$ cat config.mk
export PLATFORM = sky130hd
export DESIGN_NAME = spi_codeword_rx
export DESIGN_NICKNAME = d
export VERILOG_FILES = /design/src/rtl/spi_codeword_rx.sv
export SDC_FILE = /design/constraint.sdc
export NUM_CORES = 1
export LEC_CHECK = 0
export CORE_ASPECT_RATIO = 0.75
export CORE_UTILIZATION = 30
export CTS_CLUSTER_DIAMETER = 60
export DETAILED_ROUTE_END_ITERATION = 8
export REMOVE_ABC_BUFFERS = 1
export SLEW_MARGIN = 20
export SYNTH_ARGS = -nofsm -noshare
export SYNTH_HDL_FRONTEND = slang
export SYNTH_SLANG_ARGS = --single-unit
$ cat constraint.sdc
create_clock -name clk -period 2.1 [get_ports clk]
set_input_delay 0.42 -clock clk [delete_from_list [all_inputs] [get_ports clk]]
set_output_delay 0.42 -clock clk [all_outputs]
set_load 0.01 [all_outputs]
$ cat src/rtl/spi_codeword_rx.sv
// -----------------------------------------------------------------------------
// spi_codeword_rx
//
// Front-end SPI receive stage. It samples an SPI mode-0 link (CPOL=0, CPHA=0,
// MSB first) in the system clock domain and collects 8-bit extended-Hamming
// codewords. Each completed codeword is presented zero-extended on data_out
// and held there until the next complete codeword, so the downstream decoder
// only sees changes at codeword boundaries.
//
// Optional feature macro: SPI_RX_ABORT_COUNT_EN
//   defined     -> abort_count counts partial codewords discarded when chip
//                  select is released mid-byte.
//   not defined -> no abort counter register; abort_count is tied to zero.
//                  Partial codewords are still discarded silently.
//
// Parameters:
//   DATA_WIDTH    (>= 8) width of data_out
//   SYNC_STAGES   (>= 2) flops per input synchronizer
//   COUNTER_WIDTH        width of frame_count / abort_count (wrapping)
//
// Ports:
//   clk          system clock, all logic on its rising edge
//   reset        synchronous active-high reset
//   spi_sclk     asynchronous SPI clock
//   spi_cs_n     asynchronous chip select, active low
//   spi_mosi     asynchronous serial data
//   data_out     {zeros, codeword[7:0]}, held between loads
//   frame_valid  one-cycle pulse when data_out loads a new codeword
//   frame_count  completed codewords, wraps
//   abort_count  discarded partial codewords, wraps (0 when feature absent)
//
// Latency: the 8th sclk rise at the pins shows up on frame_valid/data_out
// SYNC_STAGES+2 clk edges later (synchronizer, shift update, output load).
// -----------------------------------------------------------------------------
module spi_codeword_rx #(
  parameter int DATA_WIDTH    = 32,
  parameter int SYNC_STAGES   = 2,
  parameter int COUNTER_WIDTH = 4
) (
  input  logic                     clk,
  input  logic                     reset,
  input  logic                     spi_sclk,
  input  logic                     spi_cs_n,
  input  logic                     spi_mosi,
  output logic [DATA_WIDTH-1:0]    data_out,
  output logic                     frame_valid,
  output logic [COUNTER_WIDTH-1:0] frame_count,
  output logic [COUNTER_WIDTH-1:0] abort_count
);

  typedef enum logic [0:0] {
    ST_IDLE  = 1'b0,
    ST_SHIFT = 1'b1
  } state_t;

  // ---------------------------------------------------------------------------
  // Input synchronizers. Reset levels match an idle link (sclk low, cs_n high,
  // mosi low) so leaving reset never fabricates an edge.
  // ---------------------------------------------------------------------------
  logic [SYNC_STAGES-1:0] sclk_sync_reg;
  logic [SYNC_STAGES-1:0] cs_n_sync_reg;
  logic [SYNC_STAGES-1:0] mosi_sync_reg;

  always_ff @(posedge clk) begin
    if (reset) begin
      sclk_sync_reg <= '0;
      cs_n_sync_reg <= '1;
      mosi_sync_reg <= '0;
    end else begin
      sclk_sync_reg <= {sclk_sync_reg[SYNC_STAGES-2:0], spi_sclk};
      cs_n_sync_reg <= {cs_n_sync_reg[SYNC_STAGES-2:0], spi_cs_n};
      mosi_sync_reg <= {mosi_sync_reg[SYNC_STAGES-2:0], spi_mosi};
    end
  end

  logic sync_sclk;
  logic sync_cs_n;
  logic sync_mosi;

  assign sync_sclk = sclk_sync_reg[SYNC_STAGES-1];
  assign sync_cs_n = cs_n_sync_reg[SYNC_STAGES-1];
  assign sync_mosi = mosi_sync_reg[SYNC_STAGES-1];

  // One extra delayed copy for edge detection.
  logic sclk_dly_reg;
  logic cs_n_dly_reg;

  always_ff @(posedge clk) begin
    if (reset) begin
      sclk_dly_reg <= 1'b0;
      cs_n_dly_reg <= 1'b1;
    end else begin
      sclk_dly_reg <= sync_sclk;
      cs_n_dly_reg <= sync_cs_n;
    end
  end

  logic sclk_rise;
  logic cs_fall;
  logic cs_rise;

  assign sclk_rise = sync_sclk & ~sclk_dly_reg;
  assign cs_fall   = ~sync_cs_n & cs_n_dly_reg;
  assign cs_rise   = sync_cs_n & ~cs_n_dly_reg;

  // ---------------------------------------------------------------------------
  // Receive FSM
  // ---------------------------------------------------------------------------
  state_t      state_reg, state_next;
  logic [2:0]  bit_cnt_reg, bit_cnt_next;
  logic [7:0]  shift_reg, shift_next;
  // Set on the edge that shifts in bit 7; the output load happens one clk
  // later from the completed shift register.
  logic        load_pending_reg, load_pending_next;

  always_ff @(posedge clk) begin
    if (reset) begin
      state_reg        <= ST_IDLE;
      bit_cnt_reg      <= 3'd0;
      shift_reg        <= 8'd0;
      load_pending_reg <= 1'b0;
    end else begin
      state_reg        <= state_next;
      bit_cnt_reg      <= bit_cnt_next;
      shift_reg        <= shift_next;
      load_pending_reg <= load_pending_next;
    end
  end

  always_comb begin
    state_next        = state_reg;
    bit_cnt_next      = bit_cnt_reg;
    shift_next        = shift_reg;
    load_pending_next = 1'b0;

    case (state_reg)
      ST_IDLE: begin
        // sclk activity is ignored while deselected.
        if (cs_fall) begin
          state_next   = ST_SHIFT;
          bit_cnt_next = 3'd0;
          shift_next   = 8'd0;
        end
      end

      ST_SHIFT: begin
        if (cs_rise) begin
          // Deselect wins over a coincident sclk edge; that edge is dropped,
          // so a byte it would have completed is never loaded.
          state_next   = ST_IDLE;
          bit_cnt_next = 3'd0;
        end else if (sclk_rise) begin
          shift_next   = {shift_reg[6:0], sync_mosi};
          // 3-bit counter wraps to 0, staying in SHIFT for back-to-back bytes.
          bit_cnt_next = bit_cnt_reg + 3'd1;
          if (bit_cnt_reg == 3'd7) begin
            load_pending_next = 1'b1;
          end
        end
      end

      default: begin
        state_next   = ST_IDLE;
        bit_cnt_next = 3'd0;
      end
    endcase
  end

  // ---------------------------------------------------------------------------
  // Output register and frame statistics. data_out only moves on a load; a
  // repeated identical codeword still produces a frame_valid pulse.
  // ---------------------------------------------------------------------------
  logic [DATA_WIDTH-1:0]    data_out_reg;
  logic                     frame_valid_reg;
  logic [COUNTER_WIDTH-1:0] frame_count_reg;

  always_ff @(posedge clk) begin
    if (reset) begin
      data_out_reg    <= '0;
      frame_valid_reg <= 1'b0;
      frame_count_reg <= '0;
    end else begin
      frame_valid_reg <= load_pending_reg;
      if (load_pending_reg) begin
        data_out_reg    <= DATA_WIDTH'(shift_reg);
        frame_count_reg <= frame_count_reg + 1'b1;
      end
    end
  end

  assign data_out    = data_out_reg;
  assign frame_valid = frame_valid_reg;
  assign frame_count = frame_count_reg;

`ifdef SPI_RX_ABORT_COUNT_EN
  // A deselect with a partial byte in flight is an abort. bit_cnt is 7 when a
  // coincident 8th edge is dropped, so that case is covered too. Reset
  // mid-byte clears the counter path and is not an abort.
  logic                     abort_event;
  logic [COUNTER_WIDTH-1:0] abort_count_reg;

  assign abort_event = (state_reg == ST_SHIFT) && cs_rise && (bit_cnt_reg != 3'd0);

  always_ff @(posedge clk) begin
    if (reset) begin
      abort_count_reg <= '0;
    end else if (abort_event) begin
      abort_count_reg <= abort_count_reg + 1'b1;
    end
  end

  assign abort_count = abort_count_reg;
`else
  assign abort_count = '0;
`endif

endmodule

Word level (Yosys, flattened, before mapping) --
Cells that the tools add are included.
Operators by class: $add $sub $neg 2, multipliers 0, divide/modulo/power cells 0, order comparisons 0, eq/ne operators 5, shift operators 0, muxes and demuxes 12, bitwise gates (word level) 8, reductions and logical operators 3
Operators with widths (number):
- two-way mux 8 bit | 3
- one-hot mux 8 bit (2 select lines) | 1
- two-way mux 3 bit | 3
- != test 2 bit (second input constant) | 3
- one-hot mux 3 bit (2 select lines) | 1
- NOT 1 bit | 5
- adder 4 x 1 -> 4 bit (second input constant) | 1
- OR reduction 4 bit | 1
- adder 3 x 1 -> 3 bit (second input constant) | 1
- bitwise AND 1 bit | 3
- == test 3 bit (second input constant) | 1
- two-way mux 1 bit | 3
- != test 3 bit (second input constant) | 1
- AND reduction 3 bit | 1
- one-hot mux 1 bit (2 select lines) | 1
- AND reduction 2 bit | 1
Word-level totals: bits in registers 34, bits in latches 0, bits in writable memories 0, memory bits (read-only) 0, input bits 5, output and inout port bits 41, memories 0

Longest topological paths before layout --
depth after elaboration 5, gate-level depth with buffers 5, depth with buffers taken out 4

Worst setup path before layout --
OpenSTA, ideal clock, no wires.
kind input to register, from input port reset, to register shift_reg[0], arrival 1044 ps, data required time 2028 ps, setup slack 984 ps, stages on the path 5, cells stage by stage buf_2 > nor2b_1 > buf_1 > nand2_1 > mux2i_1
RTL lines:
- start: declaration | RTL line 41 | input logic reset,
- end signal: assignment | RTL line 125 | shift_reg <= shift_next;
- end: declaration | RTL line 111 | logic [7:0] shift_reg, shift_next;

Final worst setup path --
from register frame_count_reg[0] (netlist: frame_count[0]), to output port frame_count[0]
RTL lines:
- start: declaration | RTL line 175 | logic [COUNTER_WIDTH-1:0] frame_count_reg;
- start signal: assignment | RTL line 186 | frame_count_reg <= frame_count_reg + 1'b1;
- end: declaration | RTL line 47 | output logic [COUNTER_WIDTH-1:0] frame_count,
No word-level cell between the ends.

==> flow_metrics.tcl <==
set metrics [dict create \
    status "finished, violations left" \
    violations "design-rule violations" \
    placed_area_sq_mm 0.00166 \
    vdd_ir_drop_max_mv 0.452 \
    fin_ws_ns 0.440 \
    cp_cell_sequence "clkdlybuf4s50_1" \
    overflow 0 \
    tritoncts "done" \
    maxCapViolations 0 \
    timing.rr.end "bit_cnt_reg[0]" \
    setup_violations 0 \
    synth_cell_types 29 \
    hold_buffers 0 \
    cts_buffer_depth 2 \
    r2r_cells 4 \
    numCtsBuffers 5 \
    synth-edff-count 0 \
    hp-class "register to register" \
    finClkSkew_ns 0.00550 \
    synth-warning-count 0 \
    worst_path_max_delay_cell "clkdlybuf4s50_1" \
    antenna_found_initial 0 \
    place_ws_ns 0.560 \
    arrival_ns 1.24 \
    max_freq_mhz 602 \
    drt-initial-drc-count 46 \
    rsz0062_at_grt "no" \
    setup_tns_ns 0 \
    synth_seq_cells 34 \
    ys_top_cells_by_area "dfxtp_1, buf_4, mux2i_1" \
    synth_area_sq_mm 0.00153 \
    final_area_sq_mm 0.00175 \
    hold_violations 0 \
    die_h_um 63.9 \
    wl_mm 2.20 \
    postRouteAntennaNets 0 \
    area_growth_pct 14.3 \
    start_util 0.312 \
    hpwl_mm 1.47 \
    drive_above_1_share 0.0971 \
    syn_inst 154 \
    post_cts_resized 0 \
    final.period_utilization 0.791 \
    hold_path_end "cs_n_sync_reg[1]" \
    period_minus_slack_ns 1.66 \
    die_w_um 84.5 \
    grt_pass1_vias 724 \
    io_buffers 17 \
    path_class "register to primary output" \
    synth_top_area_cell "dfxtp_1" \
    min_from "cs_n_sync_reg[0]" \
    worst_setup_path_start_kind "register" \
    nets 182 \
    postSynthAreaPerCell_sq_um 9.94 \
    gp_congestion 0.678 \
    drc 10 \
    critPathRequiredTime_ns 1.68 \
    p_total_uw 1210 \
    hold_ws_ns 0.406 \
    vias 938 \
    htree_levels 2 \
    regToRegStartpoint "cs_n_dly_reg" \
    wl_per_cell_um 9.34 \
    cts_setup_buffers 0 \
    drt-pass1-iter-count 6 \
    clk_pin_slew_ns 0.07 \
    vias_per_cell 3.99 \
    grt_pass1_wl_mm 3.44 \
    clock_latency_ns 0.28 \
    antenna_cells 0 \
    reg2reg_slack_ns 0.62 \
    track_usage 0.0860 \
    cp.buffers_inverters 1 \
    slew_violations 0 \
    synth_top_area_frac 0.445 \
    synth_ff_type "dfxtp_1" \
    cp-end-kind "primary output" \
    critPathMaxStageDelay_ns 0.56 \
    synthArstFlopShare 0 \
    dieArea_sq_mm 0.00539 \
    yosys-top-cells-count "dfxtp_1, buf_4, mux2i_1" \
    rows 22 \
    root_buffer "clkbuf_8" \
    grt_max_degree 20 \
    worst-path-max-fanout 4 \
    powerDensity_mw_per_mm2 691 \
    io_pins 46 \
    leakage_uw 0.000707 \
    crit_family "buffers and inverters" \
    worst_pin_slew_ns 0.537 \
    synth.most_common_cell "dfxtp_1" \
    min_path_cells 1 \
    ys_seq_area_frac 0.445 \
    core_area_sq_mm 0.00490 \
    cts.sinks 34 \
    slew_headroom 0.642 \
]
worst max-delay path by stage:
stage	end	depth (start not counted)	from	slack [ns]
detailed placement	bit_cnt_reg[2]	4	reset	0.56
global route	frame_count[0]	1	frame_count[0]	0.39
CTS	frame_count[0]	1	frame_count[0]	0.43
global placement	bit_cnt_reg[0]	4	reset	0.55
floorplan	bit_cnt_reg[1]	3	cs_n_dly_reg	0.69
finish	frame_count[0]	1	frame_count[0]	0.44
metrics by stage:
| step | utilization | std cells |
|---|---|---|
| 4_1_cts | 0.357 | 235 |
| 3_5_place_dp | 0.338 | 227 |
| 5_1_grt | 0.357 | 235 |
| 2_1_floorplan | - | 145 |
| 3_3_place_gp | 0.338 | 227 |
| 6_report | 0.357 | 235 |
power by group:
| group | internal (uW) | total [uW] | switching (uW) | leakage, uW |
|---|---|---|---|---|
| Clock | 264 | 490 | 226 | 0.0000482 |
| Sequential | 652 | 656 | 3.78 | 0.000275 |
| Combinational | 21.0 | 62.6 | 41.6 | 0.000383 |
area by class of cell:
class,count,area [sq um]
clock inverter,1,5.00
inverter,3,11.3
timing repair buffer,22,208
multi-input combinational,108,683
tap,60,75.1
clock buffer,7,86.3
sequential,34,681
fill,513,3150
kinds of logic after synthesis:
logic type,count (synthesis),synth area share
xor gates and xnor gates,3,0.0172
muxes,17,0.111
and+or+nand+nor,51,0.192
adders and majority gates,3,0.0245
buffers and inverters,39,0.175
AOI/OAI and AO/OA,6,0.0327
DFF,34,0.445
other,1,0.00245
cells in the final DEF, fill, tap and decap left out, drive strengths merged:
cell	n
a211oi	1
a21boi	1
a21oi	2
buf	5
clkbuf	7
clkdlybuf4s50	17
clkinv	1
conb	28
dfxtp	34
ha	3
inv	3
mux2i	17
nand2	10
nand2b	3
nand3b	10
nand4	1
nand4b	1
nor2	13
nor2b	8
nor3b	1
o32ai	2
or2	3
or3b	1
xnor2	1
xor2	2
per-layer routing:
| layer | vias to the layer above | global-route usage | share of wire |
|---|---|---|---|
| met4 | 0 | 0.0572 | 0.025 |
| li1 | 484 | - | - |
| met2 | 30 | 0.103 | 0.38 |
| met1 | 417 | 0.115 | 0.52 |
| met5 | - | 0 | 0 |
| met3 | 7 | 0.0452 | 0.072 |
No activity file was read; power rests on OpenSTA's default activity.
